## config.mk

```make
export PLATFORM = sky130hd
export DESIGN_NAME = screen_writer_flat
export DESIGN_NICKNAME = d
export VERILOG_FILES = /design/src/rtl/hack_screen_pkg.sv /design/src/rtl/screen_writer_if.sv /design/src/rtl/screen_pixel_map.sv /design/src/rtl/screen_writer.sv /design/src/flat_wrapper.sv
export SDC_FILE = /design/constraint.sdc
export NUM_CORES = 1
export LEC_CHECK = 0
export CAP_MARGIN = 20
export CORE_ASPECT_RATIO = 0.8
export CORE_UTILIZATION = 40
export CTS_BUF_LIST = sky130_fd_sc_hd__clkbuf_4 sky130_fd_sc_hd__clkbuf_8
export CTS_CLUSTER_SIZE = 25
export DETAILED_ROUTE_END_ITERATION = 16
export PLACE_DENSITY = 0.69
export SLEW_MARGIN = 20
export SYNTH_ARGS = -nofsm -noshare
export SYNTH_HDL_FRONTEND = slang
export SYNTH_HIERARCHICAL = 1
export SYNTH_SLANG_ARGS = --single-unit
```

## constraint.sdc

```tcl
create_clock -name clk -period 4 [get_ports clk]
set_input_delay 0.6 -clock clk [delete_from_list [all_inputs] [get_ports clk]]
set_output_delay 0.6 -clock clk [all_outputs]
set_load 0.005 [all_outputs]
```

## src/rtl/hack_screen_pkg.sv

```systemverilog
// Shared constants, state encoding and pixel helper for the Hack screen
// writer and frame-buffer reader.
package hack_screen_pkg;

    localparam logic [1:0] OP_WORD = 2'b00;
    localparam logic [1:0] OP_SET  = 2'b01;
    localparam logic [1:0] OP_CLR  = 2'b10;
    localparam logic [1:0] OP_FILL = 2'b11;

    localparam int SCREEN_WORDS  = 8192;
    localparam int WORDS_PER_ROW = 32;
    localparam int SCREEN_W      = 512;
    localparam int SCREEN_H      = 256;

    typedef enum logic [1:0] {
        ST_IDLE  = 2'b00,
        ST_READ  = 2'b01,
        ST_WRITE = 2'b10,
        ST_FILL  = 2'b11
    } state_e;

    // Set or clear a single pixel bit inside a screen word, other bits kept.
    function automatic logic [15:0] pixel_rmw(input logic [15:0] word,
                                              input logic [3:0]  bit_idx,
                                              input logic        set_px);
        logic [15:0] mask;
        mask = 16'h0001 << bit_idx;
        if (set_px) begin
            pixel_rmw = word | mask;
        end else begin
            pixel_rmw = word & ~mask;
        end
    endfunction

endpackage

```

## src/rtl/screen_writer_if.sv

```systemverilog
// Command channel of the screen writer: valid/ready handshake plus status.
interface screen_writer_if;
    logic        cmd_valid;
    logic        cmd_ready;
    logic [1:0]  cmd_op;
    logic [8:0]  cmd_x;
    logic [7:0]  cmd_y;
    logic [12:0] cmd_addr;
    logic [15:0] cmd_data;
    logic        done;
    logic        busy;

    modport master (
        output cmd_valid, cmd_op, cmd_x, cmd_y, cmd_addr, cmd_data,
        input  cmd_ready, done, busy
    );

    modport slave (
        input  cmd_valid, cmd_op, cmd_x, cmd_y, cmd_addr, cmd_data,
        output cmd_ready, done, busy
    );
endinterface

```

## src/rtl/screen_pixel_map.sv

```systemverilog
// Pixel coordinate to screen-word mapping, shared with the display reader.
// Word = y*32 + x/16, bit = x%16 (bit 0 is the leftmost pixel of the word).
module screen_pixel_map
    import hack_screen_pkg::*;
(
    input  logic [8:0]  x,
    input  logic [7:0]  y,
    output logic [12:0] word_addr,
    output logic [3:0]  bit_idx
);

    // Concatenation is y*32 + x[8:4]; always fits in 13 bits.
    always_comb begin
        word_addr = {y, x[8:4]};
        bit_idx   = x[3:0];
    end

endmodule

```

## src/rtl/screen_writer.sv

```systemverilog
// Write-side engine for the Hack screen RAM: word writes, pixel set/clear
// via read-modify-write, and full-screen fill. All outputs are flops.
module screen_writer
    import hack_screen_pkg::*;
#(
    parameter int RAM_LATENCY = 1,
    parameter int FILL_WORDS  = 8192
) (
    input  logic                 clk,
    input  logic                 rst_n,
    screen_writer_if.slave       cmd,
    output logic [12:0]          ram_address,
    input  logic [15:0]          ram_read_value,
    output logic [15:0]          ram_write_data,
    output logic                 ram_we
);

    // Read data is sampled on the RAM_LATENCY-th edge after the address launch.
    localparam logic [1:0]  LAT_LAST  = 2'(RAM_LATENCY - 1);
    localparam logic [12:0] FILL_LAST = 13'(FILL_WORDS - 1);

    state_e      state_q, state_d;
    logic [1:0]  op_q, op_d;
    logic [3:0]  bit_q, bit_d;
    logic [1:0]  lat_cnt_q, lat_cnt_d;
    logic [12:0] fill_cnt_q, fill_cnt_d;
    logic [12:0] addr_q, addr_d;
    logic [15:0] wdata_q, wdata_d;
    logic        we_q, we_d;
    logic        done_q, done_d;
    logic        busy_q, busy_d;
    logic        ready_q, ready_d;

    logic [12:0] pix_addr_s;
    logic [3:0]  pix_bit_s;

    screen_pixel_map u_map (
        .x         (cmd.cmd_x),
        .y         (cmd.cmd_y),
        .word_addr (pix_addr_s),
        .bit_idx   (pix_bit_s)
    );

    // Next-state and next-output decode for the command FSM.
    always_comb begin
        state_d    = state_q;
        op_d       = op_q;
        bit_d      = bit_q;
        lat_cnt_d  = lat_cnt_q;
        fill_cnt_d = fill_cnt_q;
        addr_d     = addr_q;
        wdata_d    = wdata_q;
        we_d       = 1'b0;
        done_d     = 1'b0;
        busy_d     = busy_q;
        ready_d    = ready_q;

        case (state_q)
            ST_IDLE: begin
                if (cmd.cmd_valid && ready_q) begin
                    op_d       = cmd.cmd_op;
                    bit_d      = pix_bit_s;
                    lat_cnt_d  = 2'd0;
                    fill_cnt_d = 13'd0;
                    busy_d     = 1'b1;
                    ready_d    = 1'b0;
                    case (cmd.cmd_op)
                        OP_WORD: begin
                            state_d = ST_WRITE;
                            addr_d  = cmd.cmd_addr;
                            wdata_d = cmd.cmd_data;
                            we_d    = 1'b1;
                            done_d  = 1'b1;
                        end
                        OP_SET, OP_CLR: begin
                            state_d = ST_READ;
                            addr_d  = pix_addr_s;
                            wdata_d = 16'h0000;
                        end
                        OP_FILL: begin
                            state_d = ST_FILL;
                            addr_d  = 13'd0;
                            wdata_d = cmd.cmd_data;
                            we_d    = 1'b1;
                            done_d  = (FILL_LAST == 13'd0);
                        end
                        default: begin
                            state_d = ST_IDLE;
                            busy_d  = 1'b0;
                            ready_d = 1'b1;
                        end
                    endcase
                end else begin
                    addr_d  = 13'd0;
                    wdata_d = 16'h0000;
                    busy_d  = 1'b0;
                    ready_d = 1'b1;
                end
            end
            ST_READ: begin
                if (lat_cnt_q == LAT_LAST) begin
                    state_d = ST_WRITE;
                    wdata_d = pixel_rmw(ram_read_value, bit_q, (op_q == OP_SET));
                    we_d    = 1'b1;
                    done_d  = 1'b1;
                end else begin
                    lat_cnt_d = lat_cnt_q + 2'd1;
                end
            end
            ST_WRITE: begin
                state_d = ST_IDLE;
                addr_d  = 13'd0;
                wdata_d = 16'h0000;
                busy_d  = 1'b0;
                ready_d = 1'b1;
            end
            ST_FILL: begin
                // Terminal test on the configured last address, not on wrap.
                if (fill_cnt_q == FILL_LAST) begin
                    state_d = ST_IDLE;
                    addr_d  = 13'd0;
                    wdata_d = 16'h0000;
                    busy_d  = 1'b0;
                    ready_d = 1'b1;
                end else begin
                    fill_cnt_d = fill_cnt_q + 13'd1;
                    addr_d     = fill_cnt_q + 13'd1;
                    we_d       = 1'b1;
                    done_d     = ((fill_cnt_q + 13'd1) == FILL_LAST);
                end
            end
            default: begin
                state_d = ST_IDLE;
                addr_d  = 13'd0;
                wdata_d = 16'h0000;
                busy_d  = 1'b0;
                ready_d = 1'b1;
            end
        endcase
    end

    // State and output registers; reset aborts any command in flight.
    always_ff @(posedge clk or negedge rst_n) begin
        if (!rst_n) begin
            state_q    <= ST_IDLE;
            op_q       <= 2'b00;
            bit_q      <= 4'd0;
            lat_cnt_q  <= 2'd0;
            fill_cnt_q <= 13'd0;
            addr_q     <= 13'd0;
            wdata_q    <= 16'h0000;
            we_q       <= 1'b0;
            done_q     <= 1'b0;
            busy_q     <= 1'b0;
            ready_q    <= 1'b1;
        end else begin
            state_q    <= state_d;
            op_q       <= op_d;
            bit_q      <= bit_d;
            lat_cnt_q  <= lat_cnt_d;
            fill_cnt_q <= fill_cnt_d;
            addr_q     <= addr_d;
            wdata_q    <= wdata_d;
            we_q       <= we_d;
            done_q     <= done_d;
            busy_q     <= busy_d;
            ready_q    <= ready_d;
        end
    end

    assign cmd.cmd_ready  = ready_q;
    assign cmd.done       = done_q;
    assign cmd.busy       = busy_q;
    assign ram_address    = addr_q;
    assign ram_write_data = wdata_q;
    assign ram_we         = we_q;

endmodule
```

## src/flat_wrapper.sv

```systemverilog
// flat-port wrapper written by rule: the top's interface ports become plain ports
module screen_writer_flat import hack_screen_pkg::*;
#(
    parameter int RAM_LATENCY = 1,
    parameter int FILL_WORDS  = 8192
)
  (clk, rst_n, ram_address, ram_read_value, ram_write_data, ram_we, cmd_cmd_valid, cmd_cmd_op, cmd_cmd_x, cmd_cmd_y, cmd_cmd_addr, cmd_cmd_data, cmd_cmd_ready, cmd_done, cmd_busy);
  screen_writer_if cmd_i ();
  input  logic clk;
  input  logic rst_n;
  output logic [12:0] ram_address;
  input  logic [15:0] ram_read_value;
  output logic [15:0] ram_write_data;
  output logic ram_we;
  input wire logic [$bits(cmd_i.cmd_valid)-1:0] cmd_cmd_valid;
  input wire logic [$bits(cmd_i.cmd_op)-1:0] cmd_cmd_op;
  input wire logic [$bits(cmd_i.cmd_x)-1:0] cmd_cmd_x;
  input wire logic [$bits(cmd_i.cmd_y)-1:0] cmd_cmd_y;
  input wire logic [$bits(cmd_i.cmd_addr)-1:0] cmd_cmd_addr;
  input wire logic [$bits(cmd_i.cmd_data)-1:0] cmd_cmd_data;
  output wire logic [$bits(cmd_i.cmd_ready)-1:0] cmd_cmd_ready;
  output wire logic [$bits(cmd_i.done)-1:0] cmd_done;
  output wire logic [$bits(cmd_i.busy)-1:0] cmd_busy;
  assign cmd_i.cmd_valid = cmd_cmd_valid;
  assign cmd_i.cmd_op = cmd_cmd_op;
  assign cmd_i.cmd_x = cmd_cmd_x;
  assign cmd_i.cmd_y = cmd_cmd_y;
  assign cmd_i.cmd_addr = cmd_cmd_addr;
  assign cmd_i.cmd_data = cmd_cmd_data;
  assign cmd_cmd_ready = cmd_i.cmd_ready;
  assign cmd_done = cmd_i.done;
  assign cmd_busy = cmd_i.busy;
  screen_writer #(.RAM_LATENCY(RAM_LATENCY), .FILL_WORDS(FILL_WORDS)) u_core (.clk(clk), .rst_n(rst_n), .cmd(cmd_i), .ram_address(ram_address), .ram_read_value(ram_read_value), .ram_write_data(ram_write_data), .ram_we(ram_we));
endmodule
```

==> impl_metrics.yaml, run 1 <==
status:
  status: "complete, no violations"
synthesis:
  seq_area_frac_synth_pct: 40.2
  ys_warn_count: 6
  synth_nets: 468
  synth-adder-area-share_pct: 1.43
  syn_inst: 397
  synth_area_leaders: "dfrtp_1 (39%), nor2_1 (6.3%), mux2i_1 (4.9%), a21oi_1 (4.4%), buf_4 (4.1%)"
  synthXorXnorAreaFrac_pct: 2.26
  synth_cell_type_count: 48
  synth_compound_area_share_pct: 21.3
  async_flop_share_pct: 100
  synth_top_area_share_pct: 39.4
  syn-mean-instance-area_um2: 8.80
  muxShareOfSynthArea_pct: 4.87
  synth_ff_type: "dfrtp_1"
  synth-seq-cells: 56
  synth_top_area_cell: "dfrtp_1"
  yosys.area_share.simple_pct: 21.4
  syn_area_um2: 3490
  synth_top_family_by_area: "simple AND/OR/NAND/NOR gates"
  synth_edf_count: 0
routing:
  first_pass_iters: 4
  dr.max_layer_used: "met4"
  drtAntennaViolNets: 0
  wl_met2_um: 4220
  routed_wl_um: 9200
  viasPerCell: 5.31
  drtIter0Drc: 184
  drc_errors: 0
  routed-wl-met3_um: 441
  wire_per_inst_um: 16.1
  vias: 3038
  wl_met1_um: 4500
worst_setup_path:
  r2r_setup_slack_ns: 1.22
  start_kind: "flop"
  worstPathRequired_ns: 4.14
  critPathCaptureType: "flop"
  crit_arrival_ns: 2.92
  max_stage_delay_ns: 0.85
  r2r_start: "u_core/fill_cnt_q[0]$_DFFE_PN0P_"
  cpMaxStageDelayCell: "a21oi_4"
  r2r_cells: 5
  crit_chain: "ha_1, and4_1, nand4_4, a21oi_4, o21ai_0"
  crit_fanout: 33
  rr_endpoint: "u_core/state_q[0]$_DFFE_PN0P_"
  crit_type: "reg -> reg"
clock_tree:
  post_cts_buffers: 0
  cts_max_path_buffers: 2
  path_clk_slew_ns: 0.10
  numCtsBuffers: 5
  numClockSinks: 56
  cts_tree: "yes"
  postCtsResizedCells: 0
  htree_levels: 2
  insertion_delay_ns: 0.31
  hold_buffers: 0
  cts_root_buffer: "clkbuf_8"
cells_and_area:
  fin_util_pct: 52.6
  final_common_cell: "clkdlybuf4s50_1"
  syn_to_final_growth_pct: 27.7
  final_cell_mix: "clkdlybuf4s50_1 (98), nor2_1 (59), dfrtp_1 (55)"
  fin_nets: 530
  drive_gt1_share_pct: 7.39
  num_antenna_cells: 0
pwr:
  leakage_nw: 1.78
  ir_drop_uv: 141
  p_per_area_nw_per_um2: 225
timing:
  max_slew.worst_pin.slew_ns: 1.01
  slew_violations: 0
  clock.fmax_ghz: 0.360
  slew_headroom_pct: 32.3
  skew_ns: 0.0105
  fin_crit_ns: 2.78
  hold_viol: 0
  fin_crit_sh_pct: 69.4
  rsz0062_at_grt: "no"
  finalSetupTns_ns: 0
  finalSetupViolCount: 0
floorplanning:
  die-area_um2: 9110
  initial_utilization_pct: 41.2
  std_cell_rows: 30
  die_height_um: 85.6
  core-area_um2: 8480
  ios: 100
  die_x_um: 106
global_route:
  grt_max_degree: 37
  first_global_vias: 2936
  antenna_found_initial: 0
  overflow: 0
  global_route.usage.total_pct: 20.3
  grt_pass1_wl_um: 14800
hold_path:
  hp-class: "in -> async"
placed_design:
  io_buffers: 99
  dp.final_hpwl_um: 6570
  routabilityCongestion: 0.832
run:
  maxCapViolations: 0
-- cells by family after synthesis --
logic type	after synthesis
AOI/OAI and AO/OA	112
DFF	56
adders and majority gates	4
and+or+nand+nor	146
muxes	17
xor gates and xnor gates	9
buffers and inverters	53
-- metal layers --
metal,global-route usage (%),up-vias
li1,-,1503
met1,30.3,1457
met2,31.4,76
met3,3.27,2
met4,3.86,0
met5,0,-
-- cells in the mapped netlist (all sizes together) (5+ instances only) --
cell,count
dfrtp,55
inv,6
a21o,6
nand2,36
nor2,60
o22a,7
o21ai,22
a22oi,13
mux2i,17
a21oi,46
nand4,6
nor4bb,6
xor2,6
nand4b,5
buf,29
clkbuf,18
-- worst max-delay path, delay by kind of cell, from the launching register on --
kind | cells | cell delay [ns]
fa+ha+maj | 1 | 0.33
flops | 1 | 0.48
simple gates | 2 | 0.74
compound gates | 2 | 1.06
-- per-stage QoR --
| stage | std cells | instance area (µm²) | worst slack (ns) | hold WS, ns | power [mW] |
|---|---|---|---|---|---|
| 6_report | 572 | 4460 | 1.22 | 0.241 | 1.00 |
| 5_1_grt | 572 | 4460 | 1.02 | 0.267 | 1.05 |
| 4_1_cts | 572 | 4460 | 1.22 | 0.247 | 1.02 |
| 3_5_place_dp | 564 | 4360 | 0.918 | 0.471 | 0.679 |
| 3_3_place_gp | 564 | 4360 | 0.996 | 0.464 | 0.678 |
| 2_1_floorplan | 397 | 3490 | 2.13 | 0.304 | 0.609 |
-- worst max-delay path by stage --
stage	startpoint	endpoint	slack, ns	cells past startpoint
finish	u_core/fill_cnt_q[0]$_DFFE_PN0P_	u_core/state_q[0]$_DFFE_PN0P_	1.22	5
global route	u_core/fill_cnt_q[0]$_DFFE_PN0P_	u_core/state_q[0]$_DFFE_PN0P_	1.02	5
CTS	u_core/fill_cnt_q[0]$_DFFE_PN0P_	u_core/state_q[0]$_DFFE_PN0P_	1.22	5
detailed placement	cmd_cmd_valid	u_core/ram_write_data[14]$_DFFE_PN0P_	0.92	6
global placement	cmd_cmd_valid	u_core/ram_write_data[11]$_DFFE_PN0P_	1.0	6
floorplan	cmd_cmd_op[0]	u_core/ram_address[9]$_DFFE_PN0N_	2.13	9
-- registers in the layout (all words and copies together) (netlist names) --
signal / count
u_core/bit_q: 4
u_core/ram_we: 1
u_core/cmd.cmd_ready: 1
u_core/state_q: 2
u_core/op_q: 2
u_core/fill_cnt_q: 13
u_core/ram_write_data: 16
u_core/ram_address: 13
u_core/lat_cnt_q: 2
u_core/cmd.busy: 1
u_core/cmd.done: 1
-- cell type report --
class	instances	area, µm²
Clock inverter	1	7.51
Sequential cell	56	1400
Tap cell	112	140
Timing Repair Buffer	102	1010
Inverter	6	22.5
Multi-Input combinational cell	288	1790
Clock buffer	7	90.1
Fill cell	803	4020
-- power by group --
part	internal [mW]	leakage, nW	switching [mW]
Clock	0.148	0.0479	0.187
Sequential	0.566	0.639	0
Combinational	0.0661	1.10	0.0349
Power figures use the tool's default switching activity.
==> inputs of run 2 (changes only) <==
==> constraint.sdc (replaced) <==
create_clock -name clk -period 2.8 [get_ports clk]
set_input_delay 0.42 -clock clk [delete_from_list [all_inputs] [get_ports clk]]
set_output_delay 0.42 -clock clk [all_outputs]
set_load 0.005 [all_outputs]
==> run 2 against run 1 <==
Compared with the run above:
- first-iteration DRC count grew 4.9%
- via count grew 1.2%
- sequential power grew 43%
- cell count grew 1.0%
- sequential share of layout area shrank 0.26 points
- worst setup slack lost 0.75 ns
- clock-buffer cell count shrank 2
- sequential cell count is the same
- maximum frequency grew 19%
- core utilization grew 0.44 points
- highest routed layer unchanged
==> impl_metrics.yaml, run 2 (synthesis gave the netlist of run 1 again) <==
cells_and_area:
  fin_nets: 536
  num_antenna_cells: 0
  syn_to_final_growth_pct: 28.8
  drive_gt1_share_pct: 8.58
  largest_reg_flops: 16
  final_cell_mix: "clkdlybuf4s50_1 (98), nor2_1 (59), dfrtp_1 (55)"
  final_common_cell: "clkdlybuf4s50_1"
worst_setup_path:
  worstPathRequired_ns: 3.06
  crit_chain: "ha_1, and4_1, nand4_4, a21oi_2, o21ai_0, a21bo_2"
  path_buf_inv: 0
  cpMaxStageDelayCell: "a21oi_2"
  critPathCaptureType: "flop"
  max_stage_delay_ns: 0.54
  crit_type: "reg -> reg"
  crit_fanout: 13
  start_kind: "flop"
  crit_arrival_ns: 2.59
  cpLargestDelayFamily: "compound AO/OA/AOI/OAI gates"
clock_tree:
  hold_buffers: 0
  path_clk_slew_ns: 0.11
  cts_max_path_buffers: 2
  post_cts_buffers: 0
  insertion_delay_ns: 0.32
  numCtsBuffers: 5
  cts_root_buffer: "clkbuf_8"
  postCtsResizedCells: 0
  htree_levels: 2
  cts_tree: "yes"
  numClockSinks: 56
floorplanning:
  core-area_um2: 8480
  die-area_um2: 9110
  ios: 100
  die_x_um: 106
  std_cell_rows: 30
  die_height_um: 85.6
  initial_utilization_pct: 41.2
timing:
  max_slew.worst_pin.slew_ns: 0.728
  fin_crit_ns: 2.33
  clock.fmax_ghz: 0.430
  finalSetupViolCount: 0
  hold_viol: 0
  rsz0062_at_grt: "no"
  fin_crit_sh_pct: 83.1
  skew_ns: 0.00992
  slew_violations: 0
  finalSetupTns_ns: 0
  slew_headroom_pct: 51.5
routing:
  drtIter0Drc: 193
  wire_per_inst_um: 15.8
  drc_errors: 0
  viasPerCell: 5.32
  vias: 3075
  first_pass_iters: 5
  drtAntennaViolNets: 0
  routed_wl_um: 9110
pwr:
  leakage_nw: 1.81
  p_per_area_nw_per_um2: 316
  ir_drop_uv: 209
  p_total_mw: 1.42
global_route:
  grt_pass1_wl_um: 14900
  grt_max_degree: 57
  overflow: 0
  first_global_vias: 2925
  antenna_found_initial: 0
  global_route.usage.total_pct: 20.8
status:
  status: "complete, no violations"
placed_design:
  io_buffers: 99
  dp.final_hpwl_um: 6560
  routabilityCongestion: 0.826
run:
  maxCapViolations: 0
hold_path:
  hp-class: "in -> async"
==> run 2: changes by cell type in the layout (fill, tap and decap cells not counted), sizes merged <==
| cell | previous run | this run |
|---|---|---|
| inv | 6 | 7 |
| clkbuf | 7 | 5 |
| buf | 4 | 10 |
| clkinv | 0 | 1 |
==> run 2: where the power goes <==
group | leakage [nW] | internal, mW | switching, mW | total, mW
sequential | 0.639 | 0.808 | 0 | 0.808
clock | 0.0445 | 0.179 | 0.288 | 0.466
combinational | 1.13 | 0.0964 | 0.0496 | 0.146
total | 1.81 | 1.08 | 0.337 | 1.42
==> run 2: cell type report <==
cell class / instances / area [µm²]
Timing Repair Buffer: 108 / 1050
Clock buffer: 5 / 68.8
Tap cell: 112 / 140
Sequential cell: 56 / 1400
Clock inverter: 3 / 21.3
Fill cell: 812 / 3990
Inverter: 6 / 22.5
Multi-Input combinational cell: 288 / 1790
==> run 2: worst paths after layout <==
check / end / slack (ns) / cells past startpoint / start
min in group clk: u_core/op_q[1]$_DFFE_PN0P_ / 0.49 / 2 / u_core/op_q[1]$_DFFE_PN0P_
setup / recovery: u_core/fill_cnt_q[11]$_DFFE_PN0P_ / 0.47 / 6 / u_core/fill_cnt_q[0]$_DFFE_PN0P_
hold / removal: u_core/ram_write_data[8]$_DFFE_PN0P_ / 0.22 / 2 / rst_n
max in group asynchronous: u_core/fill_cnt_q[8]$_DFFE_PN0P_ / 2.08 / 2 / rst_n
setup reg to reg: u_core/fill_cnt_q[11]$_DFFE_PN0P_ / 0.47 / 6 / u_core/fill_cnt_q[0]$_DFFE_PN0P_
hold reg to reg: u_core/op_q[1]$_DFFE_PN0P_ / 0.49 / 2 / u_core/op_q[1]$_DFFE_PN0P_
==> run 2: stage by stage <==
stage	utilization, %	std cells	hold slack (ns)	setup slack (ns)	area (µm²)
after floorplan	-	397	0.124	0.957	3490
after global routing	53.0	578	0.271	0.238	4500
after CTS	53.0	578	0.263	0.472	4500
after detailed placement	52.0	570	0.470	0.516	4410
final	53.0	578	0.223	0.474	4500
after global placement	52.0	570	0.466	0.587	4410
==> run 2: metal layers <==
| layer | wire length [µm] | GRT usage (%) | vias up |
|---|---|---|---|
| li1 | - | - | 1514 |
| met1 | 4470 | 31.1 | 1465 |
| met2 | 4140 | 31.1 | 83 |
| met3 | 359 | 3.88 | 13 |
| met4 | 143 | 5.23 | 0 |
| met5 | 0 | 0 | - |
==> inputs of run 3 (changes only) <==
--- a/config.mk
+++ b/config.mk
@@ -11,7 +11,7 @@
 export CTS_BUF_LIST = sky130_fd_sc_hd__clkbuf_4 sky130_fd_sc_hd__clkbuf_8
 export CTS_CLUSTER_SIZE = 25
 export DETAILED_ROUTE_END_ITERATION = 16
-export PLACE_DENSITY = 0.69
+export PLACE_DENSITY = 0.72
 export SLEW_MARGIN = 20
 export SYNTH_ARGS = -nofsm -noshare
 export SYNTH_HDL_FRONTEND = slang
==> constraint.sdc (replaced) <==
create_clock -name clk -period 2 [get_ports clk]
set_input_delay 0.3 -clock clk [delete_from_list [all_inputs] [get_ports clk]]
set_output_delay 0.3 -clock clk [all_outputs]
set_load 0.005 [all_outputs]
==> run 3 against run 2 <==
Compared with the run above:
- sequential cell count unchanged
- clock skew up 0.0070 ns
- maximum frequency up 23%
- sequential share of layout area down 1.1 points
- power up 48%
==> impl_metrics.yaml, run 3 (synthesis gave the netlist of run 1 again) <==
worst_setup_path:
  critPathCaptureType: "flop"
  r2r_cells: 7
  cpLargestDelayFamily: "simple AND/OR/NAND/NOR gates"
  r2r_setup_slack_ns: 0.10
  crit_chain: "ha_1, and4_1, buf_4, nand3_1, xor2_1, a21boi_0, o22a_1"
  r2r_start: "u_core/fill_cnt_q[0]$_DFFE_PN0P_"
  max_stage_delay_ns: 0.37
  cpMaxStageDelayCell: "dfrtp_1"
  start_kind: "flop"
  crit_type: "reg -> reg"
  worstPathRequired_ns: 2.21
  crit_fanout: 7
  crit_arrival_ns: 2.11
  path_buf_inv: 1
  rr_endpoint: "u_core/ram_address[10]$_DFFE_PN0N_"
floorplanning:
  die-area_um2: 9110
  die_x_um: 106
  initial_utilization_pct: 41.2
  std_cell_rows: 30
  core-area_um2: 8480
  ios: 100
  die_height_um: 85.6
cells_and_area:
  largest_reg_flops: 16
  final_common_cell: "clkdlybuf4s50_1"
  drive_gt1_share_pct: 11.3
  regArea_um2: 1400
  nFillCells: 797
  fin_nets: 549
  multiInputGateArea_um2: 1790
  num_antenna_cells: 0
  syn_to_final_growth_pct: 33.6
  final_cell_mix: "clkdlybuf4s50_1 (98), nor2_1 (59), dfrtp_1 (55)"
timing:
  clock.fmax_ghz: 0.527
  slew_headroom_pct: 56.1
  fin_crit_sh_pct: 94.8
  rsz0062_at_grt: "no"
  finalSetupViolCount: 0
  skew_ns: 0.0169
  slew_violations: 0
  hold_viol: 0
  whs_ns: 0.487
  worst_slack_ns: 0.103
  fin_crit_ns: 1.90
  max_slew.worst_pin.slew_ns: 0.655
routing:
  drc_errors: 0
  drtIter0Drc: 214
  viasPerCell: 5.29
  routed_wl_um: 9300
  first_pass_iters: 4
  wire_per_inst_um: 15.7
  drtAntennaViolNets: 0
  vias: 3124
pwr:
  switching_power_uw: 429
  ir_drop_uv: 261
  p_per_area_nw_per_um2: 451
  leakage_nw: 1.90
  power.internal_mw: 1.67
  p_total_mw: 2.10
  p_clk_share_pct: 36.2
  seqPwrFrac_pct: 53.8
  p_sw_share_pct: 20.4
  p_comb_share_pct: 10.1
placed_design:
  io_buffers: 99
  dp.final_hpwl_um: 6670
  pre_cts_slack_ns: -0.434
  routabilityCongestion: 0.842
global_route:
  global_route.usage.total_pct: 21.3
  grt_pass1_wl_um: 15300
  first_global_vias: 3001
  grt_max_degree: 57
  antenna_found_initial: 0
  overflow: 0
clock_tree:
  insertion_delay_ns: 0.31
  post_cts_buffers: 0
  htree_levels: 2
  path_clk_slew_ns: 0.10
  numClockSinks: 56
  cts_max_path_buffers: 2
  numCtsBuffers: 5
  cts_root_buffer: "clkbuf_8"
  cts_tree: "yes"
hold_path:
  hp-class: "reg -> reg"
  holdPathStages: 2
  min_from: "u_core/op_q[0]$_DFFE_PN0P_"
  whs_endpoint: "u_core/op_q[0]$_DFFE_PN0P_"
status:
  status: "complete, no violations"
run:
  maxCapViolations: 0
## run 3: worst reg2reg max path: stages (launching register included)
cell      delay [ns]
dfrtp_1         0.37
ha_1            0.19
and4_1          0.33
buf_4           0.20
nand3_1         0.12
xor2_1          0.28
a21boi_0        0.14
o22a_1          0.17
## run 3: through the flow
stage	setup TNS (ns)	utilization (%)	area (µm²)	cells
detailed placement	-4.19	53.5	4540	582
finish	0	55.0	4660	591
global placement	-3.22	53.5	4540	582
floorplan	0	-	3490	397
global route	0	55.0	4660	591
CTS	0	55.0	4660	591
## run 3: power by group through the flow
| stage | Clock, mW | Sequential [mW] | Combinational [mW] |
|---|---|---|---|
| after floorplan | 0 | 1.15 | 0.0638 |
| after global placement | 0 | 1.15 | 0.209 |
| after detailed placement | 0 | 1.15 | 0.211 |
| after CTS | 0.791 | 1.13 | 0.214 |
| after global routing | 0.841 | 1.13 | 0.229 |
| final | 0.760 | 1.13 | 0.211 |
## run 3: area by class of cell
cell class	instances	area share (%)
Multi-Input combinational cell	288	38.5
Sequential cell	56	30.1
Timing Repair Buffer	121	25.5
Tap cell	112	3.00
Clock buffer	7	1.80
Clock inverter	1	0.644
Inverter	6	0.483
## run 3: repair_timing
item,in CTS,in global routing
endpoints found under the hold margin,13,0
endpoints found under the setup margin,8,0
hold buffers,1,0
resized for setup,1,0
## run 3: routing by layer
layer	share of wire (%)	track usage, %	vias up
li1	-	-	1542
met1	50	31.5	1502
met2	45	31.8	70
met3	3.2	3.27	10
met4	1.7	7.60	0
met5	0	0	-
## run 3: how the worst max path moves through the flow
| stage | startpoint | end | slack [ns] | cells after the start |
|---|---|---|---|---|
| finish | u_core/fill_cnt_q[0]$_DFFE_PN0P_ | u_core/ram_address[10]$_DFFE_PN0N_ | 0.10 | 7 |
| global route | u_core/fill_cnt_q[1]$_DFFE_PN0P_ | u_core/ram_address[10]$_DFFE_PN0N_ | 0.04 | 7 |
| CTS | u_core/fill_cnt_q[0]$_DFFE_PN0P_ | u_core/ram_address[10]$_DFFE_PN0N_ | 0.15 | 7 |
| detailed placement | cmd_cmd_op[0] | u_core/ram_address[1]$_DFFE_PN0N_ | -0.43 | 7 |
| global placement | cmd_cmd_op[0] | u_core/ram_address[9]$_DFFE_PN0N_ | -0.31 | 8 |
| floorplan | u_core/fill_cnt_q[0]$_DFFE_PN0P_ | u_core/state_q[0]$_DFFE_PN0P_ | 0.16 | 7 |
